===== config.mk =====
export PLATFORM = sky130hd
export DESIGN_NAME = vector_lsu
export DESIGN_NICKNAME = d
export VERILOG_FILES = /design/src/rtl/vlsu_pkg.sv /design/src/rtl/lsu_addr_gen.sv /design/src/rtl/vector_lsu.sv
export SDC_FILE = /design/constraint.sdc
export NUM_CORES = 1
export LEC_CHECK = 0
export BUFFER_PORTS_ARGS = -buffer_cell sky130_fd_sc_hd__buf_4
export CORE_AREA = 2 2 153 155
export CTS_CLUSTER_SIZE = 30
export DETAILED_ROUTE_END_ITERATION = 8
export DIE_AREA = 0 0 155 157
export HOLD_SLACK_MARGIN = 0.1
export PLACE_DENSITY = 0.62
export SYNTH_ARGS = -nofsm -noshare
export SYNTH_HDL_FRONTEND = slang
export SYNTH_SLANG_ARGS = --single-unit
export TNS_END_PERCENT = 1

===== constraint.sdc =====
create_clock -name CLK -period 5.55 [get_ports CLK]
set_input_delay 0.8325 -clock CLK [delete_from_list [all_inputs] [get_ports CLK]]
set_output_delay 0.8325 -clock CLK [all_outputs]
set_load 0.05 [all_outputs]

===== src/rtl/vlsu_pkg.sv =====
// Shared types and default sizes for the vector load/store unit.
// Latency/backpressure: n/a (types only).
package vlsu_pkg;

  localparam int LANES  = 8;
  localparam int N_DEF  = 20;
  localparam int AW_DEF = 10;

  typedef logic [2:0] lane_idx_t;

  typedef enum logic [2:0] {
    IDLE,
    STORE,
    LOAD,
    LOAD_WAIT,
    DONE
  } vlsu_state_t;

endpackage


===== src/rtl/lsu_addr_gen.sv =====
// Lane address generator: base + k*stride, wrapping modulo 2^AW.
// Latency: combinational; backpressure: none.
module lsu_addr_gen
  import vlsu_pkg::*;
#(
  parameter int AW = AW_DEF
) (
  input  logic [AW-1:0] base,
  input  lane_idx_t     k,
  input  logic [AW-1:0] stride,
  output logic [AW-1:0] addr
);

  assign addr = base + AW'(k) * stride;

endmodule


===== src/rtl/vector_lsu.sv =====
// Serialises an 8-lane vector load/store onto one N-bit RAM port; optional VLSU_STRIDE_EN adds StrideM.
// Latency: store 9 / load 10 stall cycles then one DONE cycle; backpressure: Stall freezes the pipeline.
module vector_lsu
  import vlsu_pkg::*;
#(
  parameter int N  = N_DEF,
  parameter int AW = AW_DEF
) (
  input  logic                 CLK,
  input  logic                 RST,
  input  logic                 MemWriteM,
  input  logic                 MemReadM,
  input  logic [N-1:0]         AddrM,
`ifdef VLSU_STRIDE_EN
  input  logic [AW-1:0]        StrideM,
`endif
  input  logic [7:0][N-1:0]    writeDataM,
  output logic [7:0][N-1:0]    RDM,
  output logic                 Stall,
  output logic [AW-1:0]        mem_addr,
  output logic [N-1:0]         mem_wdata,
  output logic                 mem_we,
  input  logic [N-1:0]         mem_rdata
);

  vlsu_state_t   state, state_nx;
  lane_idx_t     k;
  logic [AW-1:0] base;
  logic [AW-1:0] stride;
  logic [AW-1:0] lane_addr;
  logic          req;
  logic          last_lane;
  logic          unused_addr_hi;

  assign req            = MemWriteM | MemReadM;
  assign last_lane      = (k == lane_idx_t'(LANES - 1));
  assign unused_addr_hi = ^AddrM[N-1:AW];

`ifdef VLSU_STRIDE_EN
  logic [AW-1:0] stride_q;

  always_ff @(posedge CLK) begin
    if (!RST) begin
      stride_q <= '0;
    end else if (state == IDLE && req) begin
      stride_q <= StrideM;
    end
  end

  assign stride = stride_q;
`else
  assign stride = AW'(1);
`endif

  lsu_addr_gen #(.AW(AW)) u_addr_gen (
    .base   (base),
    .k      (k),
    .stride (stride),
    .addr   (lane_addr)
  );

  always_ff @(posedge CLK) begin
    if (!RST) begin
      state <= IDLE;
      k     <= '0;
      base  <= '0;
      RDM   <= '0;
    end else begin
      state <= state_nx;
      case (state)
        IDLE: begin
          if (req) begin
            base <= AddrM[AW-1:0];
            k    <= '0;
          end
        end
        STORE: k <= k + 3'd1;
        LOAD: begin
          k <= k + 3'd1;
          // RAM data returned this cycle belongs to the previous lane's read
          if (k != '0) RDM[k - 3'd1] <= mem_rdata;
        end
        LOAD_WAIT: RDM[lane_idx_t'(LANES - 1)] <= mem_rdata;
        default: ;
      endcase
    end
  end

  always_comb begin
    state_nx  = state;
    Stall     = 1'b0;
    mem_we    = 1'b0;
    mem_addr  = '0;
    mem_wdata = '0;
    case (state)
      IDLE: begin
        Stall = req;
        if (MemWriteM)     state_nx = STORE;
        else if (MemReadM) state_nx = LOAD;
      end
      STORE: begin
        Stall     = 1'b1;
        mem_we    = RST;
        mem_addr  = lane_addr;
        mem_wdata = writeDataM[k];
        if (last_lane) state_nx = DONE;
      end
      LOAD: begin
        Stall    = 1'b1;
        mem_addr = lane_addr;
        if (last_lane) state_nx = LOAD_WAIT;
      end
      LOAD_WAIT: begin
        Stall    = 1'b1;
        state_nx = DONE;
      end
      DONE:    state_nx = IDLE;
      default: state_nx = IDLE;
    endcase
  end

endmodule

After elaboration in Yosys (flattened, before gate mapping)
Cells that the tools add are included.
W data, S select, Z words.
{"block": "op_classes", "add_sub_neg": 3, "order_cmp": 3, "eq_ne": 9, "muxes": 18, "bitwise_logic": 1, "n_reduce_logical": 12}
{"cell": "$bwmux W160", "count": 1}
{"cell": "$mux W160", "count": 1}
{"cell": "$bmux W20 S3", "count": 1}
{"cell": "$demux W20 S3", "count": 1}
{"cell": "$mux W20", "count": 3}
{"cell": "$pmux W20 S2", "count": 1}
{"cell": "$mux W3", "count": 5}
{"cell": "$pmux W3 S4", "count": 1}
{"cell": "$add A10 B3 Y10", "count": 1}
{"cell": "$mux W10", "count": 1}
{"cell": "$lt A3 B4 Y1 const B", "count": 2}
{"cell": "$ne A2 B2 Y1 const B", "count": 4}
{"cell": "$reduce_and A2 Y1", "count": 4}
{"cell": "$eq A3 B2 Y1 const B", "count": 2}
{"cell": "$pmux W3 S2", "count": 1}
{"cell": "$reduce_bool A2 Y1", "count": 2}
{"cell": "$add A3 B1 Y3 const B", "count": 1}
{"cell": "$eq A3 B1 Y1 const B", "count": 1}
{"cell": "$eq A3 B3 Y1 const B", "count": 1}
{"cell": "$ge A3 B1 Y1 const B", "count": 1}
{"cell": "$logic_not A3 Y1", "count": 1}
{"cell": "$ne A3 B3 Y1 const B", "count": 1}
{"cell": "$reduce_and A3 Y1", "count": 1}
{"cell": "$reduce_bool A3 Y1", "count": 1}
{"cell": "other kinds (7)", "count": 7}
{"block": "totals", "register_bits": 176, "inputBits": 204, "elab_cells": 57}

Depth between registers and ports, before layout
{"block": "depth", "word_depth": 8, "depth_mapped": 10, "depth_no_buf": 6}

By module
A second synthesis with hierarchy kept.
{"block": "unflattened", "hier_cells": 876, "hier_area_um2": 8929.8}
{"module": "vector_lsu", "n_inst": 1, "cells_each": 758, "area_per_inst_um2": 7990.2}
{"module": "lsu_addr_gen", "n_inst": 1, "cells_each": 118, "area_per_inst_um2": 939.7}

Least setup slack after synthesis
Ideal clock, no wire load.
{"block": "synth_timing", "path_kind": "register -> output", "from": "register k[2]", "to": "output mem_addr[9]", "arrival_time_ps": 2040, "t_required_ps": 4718, "path_slack_ps": 2678, "stages_incl_launch_ff": 6, "n_path_buf": 0, "path_cell_list": "dfxtp_1 -> ha_1 -> nand3_1 -> and2_1 -> or3_1 -> a21oi_1"}
{"block": "synth_between", "elab_chain_cells": 2}
{"item": "from (decl)", "line": "vector_lsu.sv:27", "text": "lane_idx_t k;"}
{"item": "from (signal assigned)", "line": "vector_lsu.sv:77", "text": "STORE: k <= k + 3'd1;"}
{"item": "from (signal assigned)", "line": "vector_lsu.sv:79", "text": "k <= k + 3'd1;"}
{"item": "$add A10 B3 Y10", "line": "lsu_addr_gen.sv:14", "text": "assign addr = base + AW'(k) * stride;"}
{"item": "$mux W10", "line": "vector_lsu.sv:95", "text": "case (state)"}
{"item": "to (decl)", "line": "vector_lsu.sv:20", "text": "output logic [AW-1:0] mem_addr,"}
No other way between the ends.

Worst setup path in the final report
{"block": "layout_timing", "from": "register k[0]", "to": "output mem_addr[9]"}
Same word-level chain as after synthesis.

==> key figures <==
Global route
  • GRT Util Overall: 21.4%
  • Total grt overflow: 0
  • Vias in the first global route: 6734
  • Largest net degree at the start of global routing: 73
  • Initial antenna violation count: 7
  • First-pass GRT wire length: 39600 um

Synth
  • #FFs+latches synth: 176
  • Main synth FF type: dfxtp_1
  • Post-synthesis async set-or-reset flop share: 0%
  • Commonest cells in the netlist: dfxtp_1 (176), nand3_1 (163), o21ai_0 (160)
  • Yosys top cell area share: 47.2%
  • Yosys warns: 0
  • Synthesized area: 7470 um^2
  • Cell taking the most area after synthesis: dfxtp_1
  • Seq/Total Area, Yosys: 47.2%
  • Count leader, synth: dfxtp_1
  • Synth area leaders: dfxtp_1 (47%), mux4_2 (12%), nand3_1 (11%), o21ai_0 (11%), clkbuf_1 (2.2%)
  • Unique masters post-synth: 40
  • Mapped Cells: 797
  • Number of flops mapped to enable cells by yosys: 0
  • Post-Syn Nets: 1009
  • Mapped Avg Cell Area: 9.38 um^2

Pwr
  • Share of total power in the clock network: 40.8%
  • Int Pwr: 2230 uW
  • Combinational share of power: 16.6%
  • VDD IR max: 0.192 mV
  • Power, Total: 3100 uW
  • P_leak: 0.00488 uW
  • Pwr dens: 278 nW/um^2
  • Sw Share: 28.1%
  • P_sw: 870 uW
  • Sequential share of power: 42.6%

Layout
  • Nets@finish: 1350
  • Final Util: 49.6%
  • Layout cells sized above 1: 41.3%
  • Finished Cell Area: 11200 um^2
  • Layout area overhead: 49.3%

STA
  • Achievable frequency: 284 MHz
  • Shortest period the worst path allows: 3.52 ns
  • Total negative setup slack: 0 ns
  • RSZ-0062 raised after global routing: no
  • Worst setup margin: 2.03 ns
  • Worst Tran Pin Value: 0.854 ns
  • # setup viols final: 0
  • Final hold violation count: 0
  • Crit share post-route: 63.4%
  • Max_slew headroom: 43.0%
  • Fin. max-slew vios: 0
  • Clk_skew: 0.0118 ns

Detailed routing
  • Vias: 7257
  • Vias per cell: 5.04
  • Routed WL: 27300 um
  • Post-route DRC: 0
  • Routed WL per cell: 18.9 um
  • Drt first pass iters: 4
  • ANT nets after route: 0
  • Initial drt markers: 430

Floorplan
  • DIE WIDTH: 155 um
  • Rows: 55
  • Core area: 22500 um^2
  • Io pins: 396
  • Die area: 24300 um^2
  • Starting Density: 33.2%
  • Die height: 157 um

Worst hold path
  • Hold Path Depth: 2
  • WHS Endpoint: RDM[159]
  • HP Start: RDM[159]
  • Hold Crit Class: flip-flop to flip-flop

Clock tree
  • Clock sink count: 176
  • PostCTS Resize Cnt: 0
  • TritonCTS clock tree: done
  • H-tree levels: 4
  • Hold_buf cts: 0
  • Maximum clock insertion buffer count: 2
  • Reg clk slew, reported paths: 0.07 ns
  • Root Buffer: clkbuf_16
  • CTS buffer count: 17
  • Clk_lat worst skew: 0.43 ns
  • Setup bufs post-CTS: 0

Place
  • Pre-CTS worst setup slack: 2.41 ns
  • Hpwl dp: 20300 um
  • IO buf count: 385
  • DP Area: 10500 um^2
  • Placer Congestion: 0.840

Run
  • # Max-Cap Violations: 0

Setup path
  • Setup slack, reg-to-reg: 2.48 ns
  • CP Capture Type: output pin
  • Worst reg2reg endpoint: RDM[43]
  • Worst path arrival time: 2.69 ns
  • CP Launch Type: flip-flop
  • Crit-path max FO: 46
  • Setup Crit Path Kind: flip-flop to output pin
  • Depth of the most critical reg-to-reg path: 7
  • CP required: 4.72 ns
  • Reg-to-Reg Start: k[0]

Status
  • Outcome: finished clean
[logic make-up (layout without fill, tap and decap cells)]
kind of cell             Yosys count  count (layout)  share of synthesized area (%)
adder cells (fa/ha/maj)            8               8                           1.44
AND/OR/NAND/NOR                  240             240                           16.6
XOR/XNOR                          10              10                           1.17
multiplexers                      50              50                           13.4
other                              0               4                              0
flip-flops                       176             176                           47.2
AO/OA/AOI/OAI                    195             195                           13.9
buffers and inverters            118             472                           6.40
[metal layers]
metal	wire (um)	GRT usage (%)
met5	33	0
met4	421	5.86
met3	3090	10.3
met2	13300	36.5
met1	10400	24.0
[critical path: stages (launching register included)]
cell and delay, ns:
dfxtp_4 0.91, ha_1 0.32, nand3_1 0.11, and2_1 0.19, or3_1 0.35, a21oi_1 0.15
buf_4 0.22
[power groups by stage]
stage          registers (uW)  clock network, uW  logic, uW
6_report                 1320               1260        513
5_1_grt                  1330               1340        544
4_1_cts                  1320               1290        515
3_5_place_dp             1350                  0        514
3_3_place_gp             1350                  0        510
2_1_floorplan            1340                  0        321
[cell type report]
type,instances,area [um^2]
sequential,176,3530
fill,2112,11300
inverter,43,161
multi-input combinational,503,3490
clock inverter,14,191
clock buffer,18,439
antenna,4,10.0
tap,285,357
timing repair buffer,397,2980
[worst max path at each step]
stage / startpoint / to / slack, ns / depth (start not counted)
6_report: k[0] / mem_addr[9] / 2.03 / 6
3_5_place_dp: k[0] / RDM[49] / 2.41 / 7
5_1_grt: k[0] / mem_addr[6] / 1.80 / 7
2_1_floorplan: k[2] / mem_addr[9] / 2.68 / 5
4_1_cts: k[0] / mem_addr[9] / 1.95 / 6
3_3_place_gp: k[0] / mem_addr[9] / 2.40 / 6
[stage by stage]
stage | hold slack, ns | std cells
after global routing | 0.497 | 1439
after detailed placement | 0.456 | 1404
after CTS | 0.466 | 1436
after global placement | 0.449 | 1404
after floorplan | 0.487 | 797
final | 0.466 | 1440
[placed cells by master (no fill, tap or decap), types with 2 or more instances in the layout]
cell type  count
xnor2_1        5
or3_1          2
nand3_1      163
ha_1           7
clkbuf_16     17
inv_8          5
nor3_1         2
nand4_1        5
nand2b_1       3
bufinv_16      2
o21ai_1        2
and2_1         3
nand2_1       24
nor2_1        13
a21oi_1        4
mux2i_1       10
xor2_1         5
o21ai_0      160
clkinv_4       3
nor2b_1       15
inv_1         43
dfxtp_1      174
diode_2        4
buf_4        396
clkinv_8       2
mux4_2        40
nand4b_1       3
a22oi_1        2
o22ai_1       20
[state kept, by name, summed over array words and instances (netlist names)]
name / cells
k: 3
base: 10
RDM: 160
state: 3
Note: power is estimated with default switching activity, not from simulation.
